$ cat src/rtl/uitpg_pkg.sv
// uitpg_gen2 shared definitions: pattern mode codes, sync bundle,
// and the eight-entry colour-bar table as {R,G,B} flags.
package uitpg_pkg;

   localparam logic [3:0] MODE_BLACK = 4'd0;
   localparam logic [3:0] MODE_WHITE = 4'd1;
   localparam logic [3:0] MODE_RED   = 4'd2;
   localparam logic [3:0] MODE_GREEN = 4'd3;
   localparam logic [3:0] MODE_BLUE  = 4'd4;
   localparam logic [3:0] MODE_GRID  = 4'd5;
   localparam logic [3:0] MODE_HRAMP = 4'd6;
   localparam logic [3:0] MODE_VRAMP = 4'd7;
   localparam logic [3:0] MODE_BARS  = 4'd8;

   localparam int NUM_MODES = 9;

   typedef struct packed {
      logic vs;
      logic hs;
      logic de;
   } sync_t;

   // White, yellow, cyan, green, magenta, red, blue, black
   function automatic logic [2:0] bar_rgb(input logic [2:0] idx);
      logic [2:0] rgb;
      unique case (idx)
         3'd0:    rgb = 3'b111;
         3'd1:    rgb = 3'b110;
         3'd2:    rgb = 3'b011;
         3'd3:    rgb = 3'b010;
         3'd4:    rgb = 3'b101;
         3'd5:    rgb = 3'b100;
         3'd6:    rgb = 3'b001;
         default: rgb = 3'b000;
      endcase
      return rgb;
   endfunction

   function automatic logic [3:0] next_mode(input logic [3:0] m);
      return (m >= 4'(NUM_MODES - 1)) ? MODE_BLACK : m + 4'd1;
   endfunction

endpackage

$ cat src/rtl/uitpg_timing.sv
// uitpg_gen2 timing front end: sync polarity/edge detect, pixel and
// line counters, colour-bar index, and the two-stage sync delay line.
module uitpg_timing
   import uitpg_pkg::*;
#(
   parameter int CNT_W    = 12,
   parameter int BAR_W    = 160,
   parameter int SYNC_POL = 1
) (
   input  logic             clk,
   input  logic             rst,
   input  logic             vs,
   input  logic             hs,
   input  logic             de,
   output logic             vs_edge,
   output logic             s1_de,
   output logic [CNT_W-1:0] h_cnt,
   output logic [CNT_W-1:0] v_cnt,
   output logic [2:0]       bar_idx,
   output sync_t            sync_out
);

   localparam logic POL = (SYNC_POL != 0);
   localparam int   BCW = $clog2(BAR_W + 1);

   sync_t          s1;
   sync_t          s2;
   logic [BCW-1:0] bar_cnt;
   logic           vs_act;
   logic           vs_act_q;
   logic           de_run;
   logic           de_fall;

   assign vs_act   = (vs == POL);
   assign vs_act_q = (s1.vs == POL);
   assign vs_edge  = vs_act & ~vs_act_q;
   assign de_run   = de & s1.de;
   assign de_fall  = ~de & s1.de;
   assign s1_de    = s1.de;
   assign sync_out = s2;

   always_ff @(posedge clk) begin
      if (rst) begin
         s1      <= '0;
         s2      <= '0;
         h_cnt   <= '0;
         v_cnt   <= '0;
         bar_cnt <= '0;
         bar_idx <= '0;
      end else begin
         s1    <= {vs, hs, de};
         s2    <= s1;
         h_cnt <= de_run ? h_cnt + 1'b1 : '0;
         // A frame start overrides a coincident line end
         if (vs_edge)
            v_cnt <= '0;
         else if (de_fall)
            v_cnt <= v_cnt + 1'b1;
         if (!de_run) begin
            bar_cnt <= '0;
            bar_idx <= '0;
         end else if (bar_cnt == BCW'(BAR_W - 1)) begin
            bar_cnt <= '0;
            if (bar_idx != 3'd7)
               bar_idx <= bar_idx + 3'd1;
         end else begin
            bar_cnt <= bar_cnt + 1'b1;
         end
      end
   end

endmodule

$ cat src/rtl/uitpg_gen2.sv
// Second-generation video test pattern generator, 2-cycle aligned.
// Optional horizontal scroll of grid/h-ramp under `define TPG_SCROLL_EN.
module uitpg_gen2
   import uitpg_pkg::*;
#(
   parameter int DATA_W          = 8,
   parameter int CNT_W           = 12,
   parameter int GRID_LOG2       = 4,
   parameter int BAR_W           = 160,
   parameter int FRAMES_PER_MODE = 16,
   parameter int SYNC_POL        = 1,
   parameter int SCROLL_STEP     = 1
) (
   input  logic                I_tpg_clk,
   input  logic                I_tpg_rst,
   input  logic                I_tpg_vs,
   input  logic                I_tpg_hs,
   input  logic                I_tpg_de,
   input  logic [3:0]          I_mode_sel,
   input  logic                I_auto_en,
   output logic                O_tpg_vs,
   output logic                O_tpg_hs,
   output logic                O_tpg_de,
   output logic [3*DATA_W-1:0] O_tpg_data,
   output logic [15:0]         O_frame_cnt
);

   localparam int ACW = $clog2(FRAMES_PER_MODE + 1);
   localparam int RW  = (DATA_W < CNT_W) ? DATA_W : CNT_W;
   localparam logic [DATA_W-1:0] FULL = '1;
   localparam logic [DATA_W-1:0] ZERO = '0;

   logic                vs_edge;
   logic                s1_de;
   logic [CNT_W-1:0]    h_cnt;
   logic [CNT_W-1:0]    v_cnt;
   logic [CNT_W-1:0]    x;
   logic [2:0]          bar_idx;
   logic [2:0]          rgb;
   sync_t               sync_out;
   logic [3:0]          mode_q;
   logic [ACW-1:0]      auto_cnt;
   logic [15:0]         frame_cnt;
   logic [DATA_W-1:0]   h_ramp;
   logic [DATA_W-1:0]   v_ramp;
   logic [3*DATA_W-1:0] pix;
   logic [3*DATA_W-1:0] data_q;

   uitpg_timing #(
      .CNT_W   (CNT_W),
      .BAR_W   (BAR_W),
      .SYNC_POL(SYNC_POL)
   ) u_timing (
      .clk     (I_tpg_clk),
      .rst     (I_tpg_rst),
      .vs      (I_tpg_vs),
      .hs      (I_tpg_hs),
      .de      (I_tpg_de),
      .vs_edge (vs_edge),
      .s1_de   (s1_de),
      .h_cnt   (h_cnt),
      .v_cnt   (v_cnt),
      .bar_idx (bar_idx),
      .sync_out(sync_out)
   );

`ifdef TPG_SCROLL_EN
   logic [CNT_W-1:0] scroll_ofs;

   always_ff @(posedge I_tpg_clk) begin
      if (I_tpg_rst)
         scroll_ofs <= '0;
      else if (vs_edge)
         scroll_ofs <= scroll_ofs + CNT_W'(SCROLL_STEP);
   end

   assign x = h_cnt + scroll_ofs;
`else
   assign x = h_cnt;
`endif

   // Mode only changes on a frame boundary
   always_ff @(posedge I_tpg_clk) begin
      if (I_tpg_rst) begin
         mode_q    <= MODE_BLACK;
         auto_cnt  <= '0;
         frame_cnt <= '0;
         data_q    <= '0;
      end else begin
         data_q <= s1_de ? pix : '0;
         if (vs_edge) begin
            frame_cnt <= frame_cnt + 16'd1;
            if (!I_auto_en) begin
               mode_q   <= I_mode_sel;
               auto_cnt <= '0;
            end else if (auto_cnt == ACW'(FRAMES_PER_MODE)) begin
               mode_q   <= next_mode(mode_q);
               auto_cnt <= ACW'(1);
            end else begin
               auto_cnt <= auto_cnt + 1'b1;
            end
         end
      end
   end

   always_comb begin
      h_ramp = '0;
      v_ramp = '0;
      h_ramp[RW-1:0] = x[RW-1:0];
      v_ramp[RW-1:0] = v_cnt[RW-1:0];
      rgb = bar_rgb(bar_idx);
      pix = '0;
      case (mode_q)
         MODE_WHITE: pix = {FULL, FULL, FULL};
         MODE_RED:   pix = {FULL, ZERO, ZERO};
         MODE_GREEN: pix = {ZERO, FULL, ZERO};
         MODE_BLUE:  pix = {ZERO, ZERO, FULL};
         MODE_GRID:
            pix = (x[GRID_LOG2] ^ v_cnt[GRID_LOG2]) ?
                  '0 : {FULL, FULL, FULL};
         MODE_HRAMP: pix = {h_ramp, h_ramp, h_ramp};
         MODE_VRAMP: pix = {v_ramp, v_ramp, v_ramp};
         MODE_BARS:
            pix = {{DATA_W{rgb[2]}},
                   {DATA_W{rgb[1]}},
                   {DATA_W{rgb[0]}}};
         default:    pix = '0;
      endcase
   end

   assign O_tpg_vs    = sync_out.vs;
   assign O_tpg_hs    = sync_out.hs;
   assign O_tpg_de    = sync_out.de;
   assign O_tpg_data  = data_q;
   assign O_frame_cnt = frame_cnt;

endmodule

$ cat config.mk
export PLATFORM = sky130hd
export DESIGN_NAME = uitpg_gen2
export DESIGN_NICKNAME = d
export VERILOG_FILES = /design/src/rtl/uitpg_pkg.sv /design/src/rtl/uitpg_timing.sv /design/src/rtl/uitpg_gen2.sv
export SDC_FILE = /design/constraint.sdc
export NUM_CORES = 1
export LEC_CHECK = 0
export CORE_MARGIN = 2
export CORE_UTILIZATION = 55
export DETAILED_ROUTE_END_ITERATION = 7
export GPL_ROUTABILITY_DRIVEN = 1
export PLACE_DENSITY = 0.85
export SLEW_MARGIN = 25
export SYNTH_ARGS = -nofsm -noshare
export SYNTH_HDL_FRONTEND = slang
export SYNTH_HIERARCHICAL = 1
export SYNTH_SLANG_ARGS = --single-unit
$ cat constraint.sdc
create_clock -name I_tpg_clk -period 2.05 [get_ports I_tpg_clk]
set_input_delay 0.615 -clock I_tpg_clk [delete_from_list [all_inputs] [get_ports I_tpg_clk]]
set_output_delay 0.615 -clock I_tpg_clk [all_outputs]
set_load 0.02 [all_outputs]
==> results.toml, run 1 <==
[run_status]
status = "completed"

[sta]
max_slew_margin_pct = 72.1
drv_slew = 0
worstMarginPinSlew_ps = 413
final_hold_viol_count = 0
clock_skew_ps = 10.3
rsz0062_at_grt = "no"
fin_crit_sh_pct = 96.6
fin_crit_ps = 1980
setup_violations = 0
max_freq_mhz = 505

[flow_run]
max_cap_violations = 0

[floorplanning]
die_w_microns = 84.2
die_h_microns = 84.2
core_sq_um = 6280
start_util_pct = 56.3
fp.dieArea_sq_um = 7090
num_rows = 29
io_pins = 53

[global_routing]
grt_max_degree = 25
grt_overflow = 0
antenna_found_initial = 0
grt_pass1_wl_mm = 12.7
grt_pass1_vias = 2814
grt_usage_pct = 22.1

[drt]
routed_wl_mm = 7.64
drt-vias-per-instance = 5.70
first_pass_iters = 4
vias = 3014
remaining_drc_errors = 0
wl_per_cell_microns = 14.4
drt_iter0_drc = 148
antenna_left = 0

[critical_path]
cpLargestDelayFamily = "buffers and inverters"
crit_type = "register to primary output"
cp.arrival_ps = 1370
crit_required_ps = 1430
slowest_delay_ps = 620
crit_slowest_cell = "clkdlybuf4s50_1"
start_kind = "register"
crit_buf_inv = 1
endpoint_kind = "primary output"
cp_cell_sequence = "clkdlybuf4s50_1"
cp_max_fo = 3

[synth]
synth_area_sq_um = 3540
syn_nets = 404
yosys_warnings = 6
postSynthAreaPerCell_sq_um = 9.26
synthCells = 382

[pwr]
power_density_nw_per_um2 = 720
cellLeakagePower_nw = 1.76
vdd_ir_drop_max_uv = 560

[placed_design]
gp_congestion = 0.806
dp_hpwl_mm = 5.41
dp.cells = 513
port_buffers = 52

[clock_network]
h-tree-depth = 3
clk_latency_ps = 360
clock-sinks = 82
cts_root_buf = "clkbuf_8"
post_cts_buffers = 0
cts-buffers-inserted = 9
clockBufferDepth = 2
clk_pin_slew_ps = 90
cts_tree = "yes"

[final_layout]
final_nets = 469
fin_util_pct = 71.0
diodes = 0
drive_gt1_share_pct = 10.4
area_growth_syn_to_layout_pct = 26.1
layout.cells.non_filler = 529
fillCellCount = 484

[worst_hold_path]
worstHoldPathType = "register to register"
area by class of cell:
class / count / area [sq um] / area share [%]
clock buffer: 11 / 151 / 3.40
clock inverter: 5 / 85.1 / 1.91
inverter: 15 / 56.3 / 1.26
multi-input combinational: 267 / 1740 / 38.9
sequential: 82 / 1640 / 36.8
tap: 77 / 96.3 / 2.16
timing repair buffer: 72 / 692 / 15.5
routing by layer:
layer	share of wire [%]	global-route usage, %
met4	1.4	6.89
met1	44	27.4
met5	0	0
met2	49	37.4
met3	5.1	6.10
flip-flops by register name (all words and copies together) (netlist names):
signal,flops
O_frame_cnt,16
O_tpg_data,24
auto_cnt,5
mode_q,4
u_timing/bar_cnt,8
u_timing/bar_idx,3
u_timing/h_cnt,8
u_timing/s1,1
u_timing/s1_de,1
u_timing/sync_out,3
u_timing/v_cnt,8
u_timing/vs_act_q,1
repair_timing:
action | CTS | global route
endpoints found under the setup margin | 7 | 7
resized for setup | 7 | 7
hold buffers | 0 | 0
power by group:
group / internal [mW] / switching, mW / leakage (nW)
logic: 0.0986 / 0.121 / 0.981
registers: 1.61 / 0.0234 / 0.663
clock network: 0.759 / 0.596 / 0.116
path summary, 6_finish.rpt:
check	to	slack [ps]	cells past startpoint	startpoint
hold reg to reg	u_timing/sync_out[1]$_SDFF_PP0_	460	1	u_timing/s1[1]$_SDFF_PP0_
setup reg to reg	O_tpg_data[18]$_SDFF_PP0_	220	7	mode_q[1]$_SDFFE_PP0P_
setup / recovery	O_frame_cnt[4]	70	1	O_frame_cnt[4]$_SDFFE_PP0P_
hold / removal	u_timing/sync_out[1]$_SDFF_PP0_	460	1	u_timing/s1[1]$_SDFF_PP0_
metrics by stage:
stage / TNS [ps] / hold slack [ps] / instance area, sq um / worst slack [ps] / power (mW)
after CTS: 0 / 466 / 4440 / 2.34 / 3.24
after global placement: -489 / 453 / 4210 / -85.3 / 1.89
final: 0 / 464 / 4460 / 68.7 / 3.21
after global routing: 0 / 474 / 4460 / 22.2 / 3.32
after detailed placement: -1090 / 454 / 4210 / -146 / 1.90
after floorplan: 0 / 414 / 3540 / 263 / 1.80
cell usage in the layout, fill, tap and decap left out, drive strengths merged, types with 12 or more instances in the layout:
cell type	count
clkdlybuf4s50	38
a21oi	52
ha	12
nand3	16
nor2	30
dfxtp	82
nand2	18
xnor2	15
o21ai	13
buf	20
inv	16
(Power assumes the default switching activity.)
==> run 2: changes to the inputs <==
--- a/config.mk
+++ b/config.mk
@@ -5,11 +5,12 @@
 export SDC_FILE = /design/constraint.sdc
 export NUM_CORES = 1
 export LEC_CHECK = 0
+export ABC_AREA = 1
 export CORE_MARGIN = 2
 export CORE_UTILIZATION = 55
 export DETAILED_ROUTE_END_ITERATION = 7
 export GPL_ROUTABILITY_DRIVEN = 1
-export PLACE_DENSITY = 0.85
+export PLACE_DENSITY = 0.84
 export SLEW_MARGIN = 25
 export SYNTH_ARGS = -nofsm -noshare
 export SYNTH_HDL_FRONTEND = slang
==> run 2 against run 1 <==
First-iteration DRC count up 32%. Via count rose by 6.8%. Hold slack lost 56 ps. Clock skew increased by 2.3 ps. Fmax shrank 1.8%. Largest cell class unchanged. Combinational power is 33% higher.
==> results.toml, run 2 <==
[flow_run]
max_cap_violations = 0

[floorplanning]
die_w_microns = 86.5
io_pins = 53
die_h_microns = 86.5
core_sq_um = 6680
start_util_pct = 56.0
fp.dieArea_sq_um = 7480
num_rows = 30

[global_routing]
grt_pass1_wl_mm = 12.8
grt_usage_pct = 21.5
antenna_found_initial = 0
grt_max_degree = 25
grt_pass1_vias = 2895
grt_overflow = 0

[synth]
synthCells = 492
synth_area_sq_um = 3740
postSynthAreaPerCell_sq_um = 7.60
yosys_warnings = 6
syn_nets = 514

[clock_network]
cts-buffers-inserted = 9
cts_tree = "yes"
h-tree-depth = 3
clk_latency_ps = 360
clockBufferDepth = 2
post_cts_buffers = 0
clock-sinks = 82
ctsHoldBuffers = 0
cts_root_buf = "clkbuf_8"
clk_pin_slew_ps = 90

[final_layout]
design_area_sq_um = 4620
regArea_sq_um = 1640
largest_reg_flops = 24
diodes = 0
drive_gt1_share_pct = 13.5
layout_common_cells = "nor2_1 (115), nand2_1 (96), dfxtp_1 (82)"
fillCellCount = 537
final_common_cell = "nor2_1"
multi_input_area_sq_um = 1840
area_growth_syn_to_layout_pct = 23.5
final_nets = 580

[pwr]
p_clk_share_pct = 38.6
power_density_nw_per_um2 = 685
cellLeakagePower_nw = 2.01
total_power_mw = 3.16
switching_share_pct = 26.3
internal_power_mw = 2.33
pwr-share-comb_pct = 9.2
vdd_ir_drop_max_uv = 455
switchingPower_uw = 830
sequentialPowerShare_pct = 52.2

[sta]
final_hold_viol_count = 0
clock_skew_ps = 12.6
max_slew_margin_pct = 68.0
worstMarginPinSlew_ps = 478
fin_crit_sh_pct = 98.5
max_freq_mhz = 495
totalNegativeSetupSlack_ps = 0
rsz0062_at_grt = "no"
setup_violations = 0
drv_slew = 0
fin_crit_ps = 2020

[critical_path]
crit_slowest_cell = "clkdlybuf4s50_1"
endpoint_kind = "primary output"
crit_required_ps = 1430
crit_type = "register to primary output"
cp.arrival_ps = 1400
slowest_delay_ps = 640
cp_max_fo = 5
start_kind = "register"
crit_buf_inv = 1
cpLargestDelayFamily = "buffers and inverters"
cp_cell_sequence = "clkdlybuf4s50_1"

[drt]
vias = 3220
drt-vias-per-instance = 5.01
wl_per_cell_microns = 11.4
drt_iter0_drc = 195
remaining_drc_errors = 0
antenna_left = 0
routed_wl_mm = 7.35
first_pass_iters = 4

[placed_design]
gp_congestion = 0.837
placed_area_sq_um = 4400
dp_hpwl_mm = 5.52
port_buffers = 52

[run_status]
status = "completed"

[worst_hold_path]
worstHoldPathType = "register to register"
[run 2: final timing paths]
path,start,to,cells after the start,slack [ps]
max reg2reg,mode_q[0]$_SDFFE_PP0P_,O_tpg_data[1]$_SDFF_PP0_,6,490
min reg2reg,u_timing/s1[1]$_SDFF_PP0_,u_timing/sync_out[1]$_SDFF_PP0_,2,410
min,u_timing/s1[1]$_SDFF_PP0_,u_timing/sync_out[1]$_SDFF_PP0_,2,410
max,O_frame_cnt[12]$_SDFFE_PP0P_,O_frame_cnt[12],1,30
[run 2: routing by layer]
| metal | part of all wire (%) | GRT usage [%] | wire length (microns) | up-vias |
|---|---|---|---|---|
| met1 | 45 | 26.8 | 3320 | 1439 |
| met5 | 0 | 0 | 0 | - |
| li1 | - | - | - | 1686 |
| met3 | 4.7 | 3.52 | 347 | 12 |
| met4 | 2.0 | 9.66 | 145 | 0 |
| met2 | 48 | 36.4 | 3530 | 83 |
[run 2: power by group through the flow]
stage	Sequential [mW]	Clock (mW)	Combinational, mW
floorplan	1.70	0	0.166
detailed placement	1.69	0	0.290
CTS	1.65	1.24	0.292
global route	1.65	1.30	0.324
finish	1.65	1.22	0.291
global placement	1.69	0	0.282
[run 2: worst min-delay path: stages (launching register included)]
cell and delay, ps:
dfxtp_1 300, inv_1 40, nor2_1 30
[run 2: stage by stage]
step | hold WS (ps) | util (%) | instances | setup slack (ps)
2_1_floorplan | 388 | - | 492 | 499
3_3_place_gp | 395 | 65.9 | 627 | -54.3
3_5_place_dp | 401 | 65.9 | 627 | -123
4_1_cts | 412 | 68.9 | 643 | 7.54
5_1_grt | 436 | 69.1 | 643 | 0.106
6_report | 408 | 69.1 | 643 | 31.7
[run 2: cell type report]
| class | count | share of cell area, % |
|---|---|---|
| clock inverters | 7 | 1.82 |
| repair buffers | 63 | 13.5 |
| flip-flops and latches | 82 | 35.6 |
| clock buffers | 9 | 2.68 |
| well taps | 80 | 2.17 |
| multi-input cells | 347 | 39.8 |
| inverters | 55 | 4.47 |
[run 2: repair_timing]
action / CTS / global route
hold endpoints to repair: 0 / 0
setup endpoints to repair: 3 / 5
gates resized for setup: 3 / 5
==> run 3: changes to the inputs <==
--- a/config.mk
+++ b/config.mk
@@ -6,6 +6,7 @@
 export NUM_CORES = 1
 export LEC_CHECK = 0
 export ABC_AREA = 1
+export CAP_MARGIN = 5
 export CORE_MARGIN = 2
 export CORE_UTILIZATION = 55
 export DETAILED_ROUTE_END_ITERATION = 7
==> results of run 3 <==
Final layout, timing and power as in run 2 (identical DEF).
==> RTL edit 1, RTL diff (flow settings as in run 1) <==
Compare `auto_cnt` against `ACW'(FRAMES_PER_MODE)` with >= in place of ==.
--- a/src/rtl/uitpg_gen2.sv
+++ b/src/rtl/uitpg_gen2.sv
@@ -93,7 +93,7 @@
             if (!I_auto_en) begin
                mode_q   <= I_mode_sel;
                auto_cnt <= '0;
-            end else if (auto_cnt == ACW'(FRAMES_PER_MODE)) begin
+            end else if (auto_cnt >= ACW'(FRAMES_PER_MODE)) begin
                mode_q   <= next_mode(mode_q);
                auto_cnt <= ACW'(1);
             end else begin
Check against the original RTL: same outputs for any inputs over 10 cycles, from zero or initial values and one cycle with I_tpg_rst high; that may be too few to reach the edited logic, so the function may still have changed.
==> RTL edit 1 against run 1 <==
- critical path depth is the same
- synthesized cell count fell by 0.79%
- final cell count shrank 0.57%
- sequential power hardly changed
- power shrank 2.5%
- routed wire length shrank 0.99%
- area after synthesis rose by 2.7%
- sequential cell count is the same
- count of clock-buffer cells in the layout shrank 2
- design area rose by 0.62%
- setup slack got worse by 0.031 ns
- critical endpoint is now O_frame_cnt[10]
- largest power group unchanged
- highest routed layer unchanged
==> RTL edit 1: results (changes against run 1) <==
- Status: complete, no violations
- Synthesized instance count: 379 (-0.79%)
- GRT Overall Usage: 21.9% (-0.23 points)
- Placed Instances: 510 (-0.58%)
- R2R cell count: 7 (unchanged)
- Root cell of the clock tree: clkbuf_8
- Critical Path Max Stage Delay: approximately 0.63 ns
- Peak fanout along the critical path: 4 (+1)
- Peak Freq: 497 MHz (-1.6%)
- Worst setup startpoint: O_frame_cnt[10]$_SDFFE_PP0P_
- Pwr/cell area: 698 nW/um2 (-3.1%)
- Clock share of power: 39.7% (-2.5 points)
- Initial antenna violation count: 0 (unchanged)
- Antenna Cells: 0 (unchanged)
- Post-CTS sizing: 2 (-5)
- Layout Cells excl Fill: 526 (-0.57%)
- FF-to-FF Start: mode_q[0]$_SDFFE_PP0P_
- P_leak: 1.72 nW (-2.2%)
- DP Worst Slack: -0.179 ns (-0.0333 ns)
- Number of vias per cell: 5.54 (-2.7%)
- WHS Endpoint: u_timing/sync_out[1]$_SDFF_PP0_
- Slew HR: 71.4% (-0.69 points)
- PortBufs: 52 (unchanged)
- First drt pass iteration count: 4 (unchanged)
- Warnings, synthesis: 6 (unchanged)
- Critical path required time: 1.43 ns (about the same)
- Synth Net Count: 401 (-0.74%)
- Clock latency on the worst-skew pair: about 0.37 ns
- Number of global-route vias before repair: 2859 (+1.6%)
- Inserted Clock Buffers: 9 (unchanged)
- Detailed Place HPWL: 5470 um (+1.2%)
- Max clock buf depth: 2 (unchanged)
- # nets final: 466 (-0.64%)
- Final core utilization: 70.7% (-0.38 points)
- Slowest-stage cell, CP: clkdlybuf4s50_1
- Placer congestion estimate: 0.898 (+11%)
- FILL cells: 449 (-7.2%)
- Share of cells above drive strength 1: 12.0% (+1.6 points)
- Min-delay src: u_timing/s1[1]$_SDFF_PP0_
- First-pass GRT wire length: 12700 um (+0.11%)
- Switching pwr: 0.822 mW (+11%)
- Skew final: 0.00947 ns (-0.000818 ns)
- Hold Path Depth: 1 (unchanged)
- RR Endpoint: O_tpg_data[13]$_SDFF_PP0_
- Total combinational power: 0.247 mW (+13%)
- H-tree levels: 3 (unchanged)
- Hold Worst Slack: 0.467 ns (+0.00325 ns)
- Worst-path clk slew: 0.10 ns
- R2R setup slack: 0.26 ns (+0.04 ns)
- Max VDD drop: 0.656 mV (+17%)
- Post-DP Area: 4270 um2 (+1.2%)
- Initial DRC count: 151 (+2.0%)
- Worst path top cell family by delay: buffers and inverters
- Drt total wl: 7560 um (-0.99%)
- Critical path capture point: O_frame_cnt[10]
RTL edit 1: cell types whose count changed in the layout (fill, tap and decap cells not counted), sizes merged, moves of 2 or more:
cell           before  now
clkbuf             11    9
a211oi              0    2
clkdlybuf4s50      38   44
a21oi              52   50
nor2b               8   10
mux2                0    3
nand2b             11    9
nand4              10    6
nor2               30   36
xnor2              15   13
o21ai              13    8
dlygate4sd2         7    2
mux2i               2    4
nand3b              5    2
RTL edit 1: area by class of cell:
cell class	instances	area share, %
Multi-Input combinational cell	266	40.4
Sequential cell	82	36.6
Timing Repair Buffer	71	15.1
Clock buffer	9	2.76
Tap cell	77	2.15
Clock inverter	7	1.90
Inverter	14	1.17
RTL edit 1: routing by layer:
metal | global-route usage [%] | routed length (um) | up-vias
li1 | - | - | 1463
met1 | 25.8 | 3320 | 1373
met2 | 38.0 | 3750 | 70
met3 | 4.67 | 359 | 9
met4 | 9.67 | 138 | 0
met5 | 0 | 0 | -
==> RTL edit 2, RTL diff (settings of run 1) <==
Made on the original files. `DATA_W`: 8 -> 6.
--- a/src/rtl/uitpg_gen2.sv
+++ b/src/rtl/uitpg_gen2.sv
@@ -3,7 +3,7 @@
 module uitpg_gen2
    import uitpg_pkg::*;
 #(
-   parameter int DATA_W          = 8,
+   parameter int DATA_W          = 6,
    parameter int CNT_W           = 12,
    parameter int GRID_LOG2       = 4,
    parameter int BAR_W           = 160,
Ports: changed (resized O_tpg_data); port bits go from 53 to 47. No check against the original RTL was run, so the function may have changed too.
==> RTL edit 2 against run 1 <==
- clock skew shrank 0.0035 ns
- area after synthesis decreased by 11%
- first-iteration DRC count is 1.4% higher
- power shrank 17%
- utilization grew 0.077 points
- setup slack got worse by 0.017 ns
- sequential cell count decreased by 10
- design area shrank 12%
- routed wire length decreased by 16%
- worst hold slack worse by 0.010 ns
- highest routed layer unchanged
==> RTL edit 2: results (changes against run 1) <==
- Status: complete, no violations
- # nets final: 439 (-6.4%)
- P_leak: 1.50 nW (-15%)
- Share of cells above drive strength 1: 9.00% (-1.4 points)
- Synthesized instance count: 359 (-6.0%)
- First drt pass iteration count: 4 (unchanged)
- Peak fanout along the critical path: 4 (+1)
- R2R setup slack: 0.23 ns
- Antenna Cells: 0 (unchanged)
- RR Endpoint: O_tpg_data[13]$_SDFF_PP0_
- Warnings, synthesis: 6 (unchanged)
- Number of global-route vias before repair: 2362 (-16%)
- R2R cell count: 6 (-1)
- GRT Overall Usage: 21.2% (-0.83 points)
- Worst-path clk slew: 0.07 ns (-0.02 ns)
- FF-to-FF Start: mode_q[0]$_SDFFE_PP0P_
- Detailed Place HPWL: 4600 um (-15%)
- Synth Net Count: 381 (-5.7%)
- Placed Instances: 478 (-6.8%)
- Worst path top cell family by delay: buffers and inverters
- DR WL/cell: 13.0 um (-10%)
- Initial DRC count: 150 (+1.4%)
- Drt total wl: 6410 um (-16%)
- PortBufs: 46 (-12%)
- Min-delay worst type: register to register
- Max VDD drop: 0.401 mV (-28%)
- First-pass GRT wire length: 10600 um (-17%)
- Number of vias per cell: 5.45 (-4.4%)
- Root cell of the clock tree: clkbuf_8
- Largest register FFs: 18 (-25%)
- Skew final: 0.00676 ns (-0.00352 ns)
- Peak Freq: 500 MHz (-0.84%)
- Setup crit end kind: output port
- Placer congestion estimate: 0.846 (+4.9%)
- Worst-margin pin slew: 0.723 ns (+0.310 ns)
- Min-delay src: u_timing/s1[1]$_SDFF_PP0_
- DP Worst Slack: -0.129 ns (+0.0170 ns)
- FILL cells: 409 (-15%)
- Pin count of the biggest net entering global routing: 19 (-24%)
- Clock latency on the worst-skew pair: 0.36 ns (about the same)
- Inserted Clock Buffers: 9 (unchanged)
RTL edit 2: layout make-up:
| class | instances | area [um2] | share of cell area, % |
|---|---|---|---|
| Multi-Input combinational cell | 254 | 1570 | 39.7 |
| Sequential cell | 72 | 1440 | 36.6 |
| Timing Repair Buffer | 63 | 599 | 15.2 |
| Clock buffer | 9 | 124 | 3.14 |
| Tap cell | 72 | 90.1 | 2.29 |
| Inverter | 17 | 63.8 | 1.62 |
| Clock inverter | 7 | 56.3 | 1.43 |
RTL edit 2: worst reg2reg max path, stage by stage (launching register included):
cell and delay, ns:
dfxtp_1 0.36, inv_1 0.11, ha_1 0.34, nor3_1 0.09, a211oi_1 0.63, nor2_1 0.12
nor2_1 0.11
RTL edit 2: repair_timing:
item                                   CTS  global route
setup endpoints to repair                1             5
resized for setup                        1             5
endpoints found under the hold margin    0             0
RTL edit 2: worst max path at each step:
stage / start / endpoint
after floorplan: I_tpg_vs / O_frame_cnt[15]$_SDFFE_PP0P_
after global placement: I_tpg_vs / O_frame_cnt[15]$_SDFFE_PP0P_
after detailed placement: I_tpg_vs / O_frame_cnt[13]$_SDFFE_PP0P_
after CTS: O_frame_cnt[8]$_SDFFE_PP0P_ / O_frame_cnt[8]
after global routing: O_frame_cnt[2]$_SDFFE_PP0P_ / O_frame_cnt[2]
final: O_frame_cnt[0]$_SDFFE_PP0P_ / O_frame_cnt[0]
RTL edit 2: where the power goes:
group / total, mW / switching [mW] / internal, mW
clock network: 1.01 / 0.566 / 0.448
logic: 0.224 / 0.122 / 0.102
registers: 1.44 / 0.0222 / 1.42
total: 2.68 / 0.710 / 1.97
RTL edit 2: through the flow:
step | setup TNS (ns) | util [%] | hold slack (ns) | area, um2
after global placement | -0.177 | 67.7 | 0.434 | 3750
after CTS | 0 | 70.9 | 0.455 | 3930
after detailed placement | -0.473 | 67.7 | 0.427 | 3750
after global routing | 0 | 71.1 | 0.471 | 3940
after floorplan | 0 | - | 0.414 | 3160
final | 0 | 71.1 | 0.454 | 3940
RTL edit 2: metal layers:
| layer | vias to the layer above | routed length [um] | share of wire, % | track usage, % |
|---|---|---|---|---|
| li1 | 1371 | - | - | - |
| met1 | 1251 | 2980 | 47 | 27.2 |
| met2 | 60 | 3020 | 47 | 33.5 |
| met3 | 9 | 302 | 4.7 | 6.56 |
| met4 | 0 | 102 | 1.6 | 8.31 |
| met5 | - | 0 | 0 | 0 |
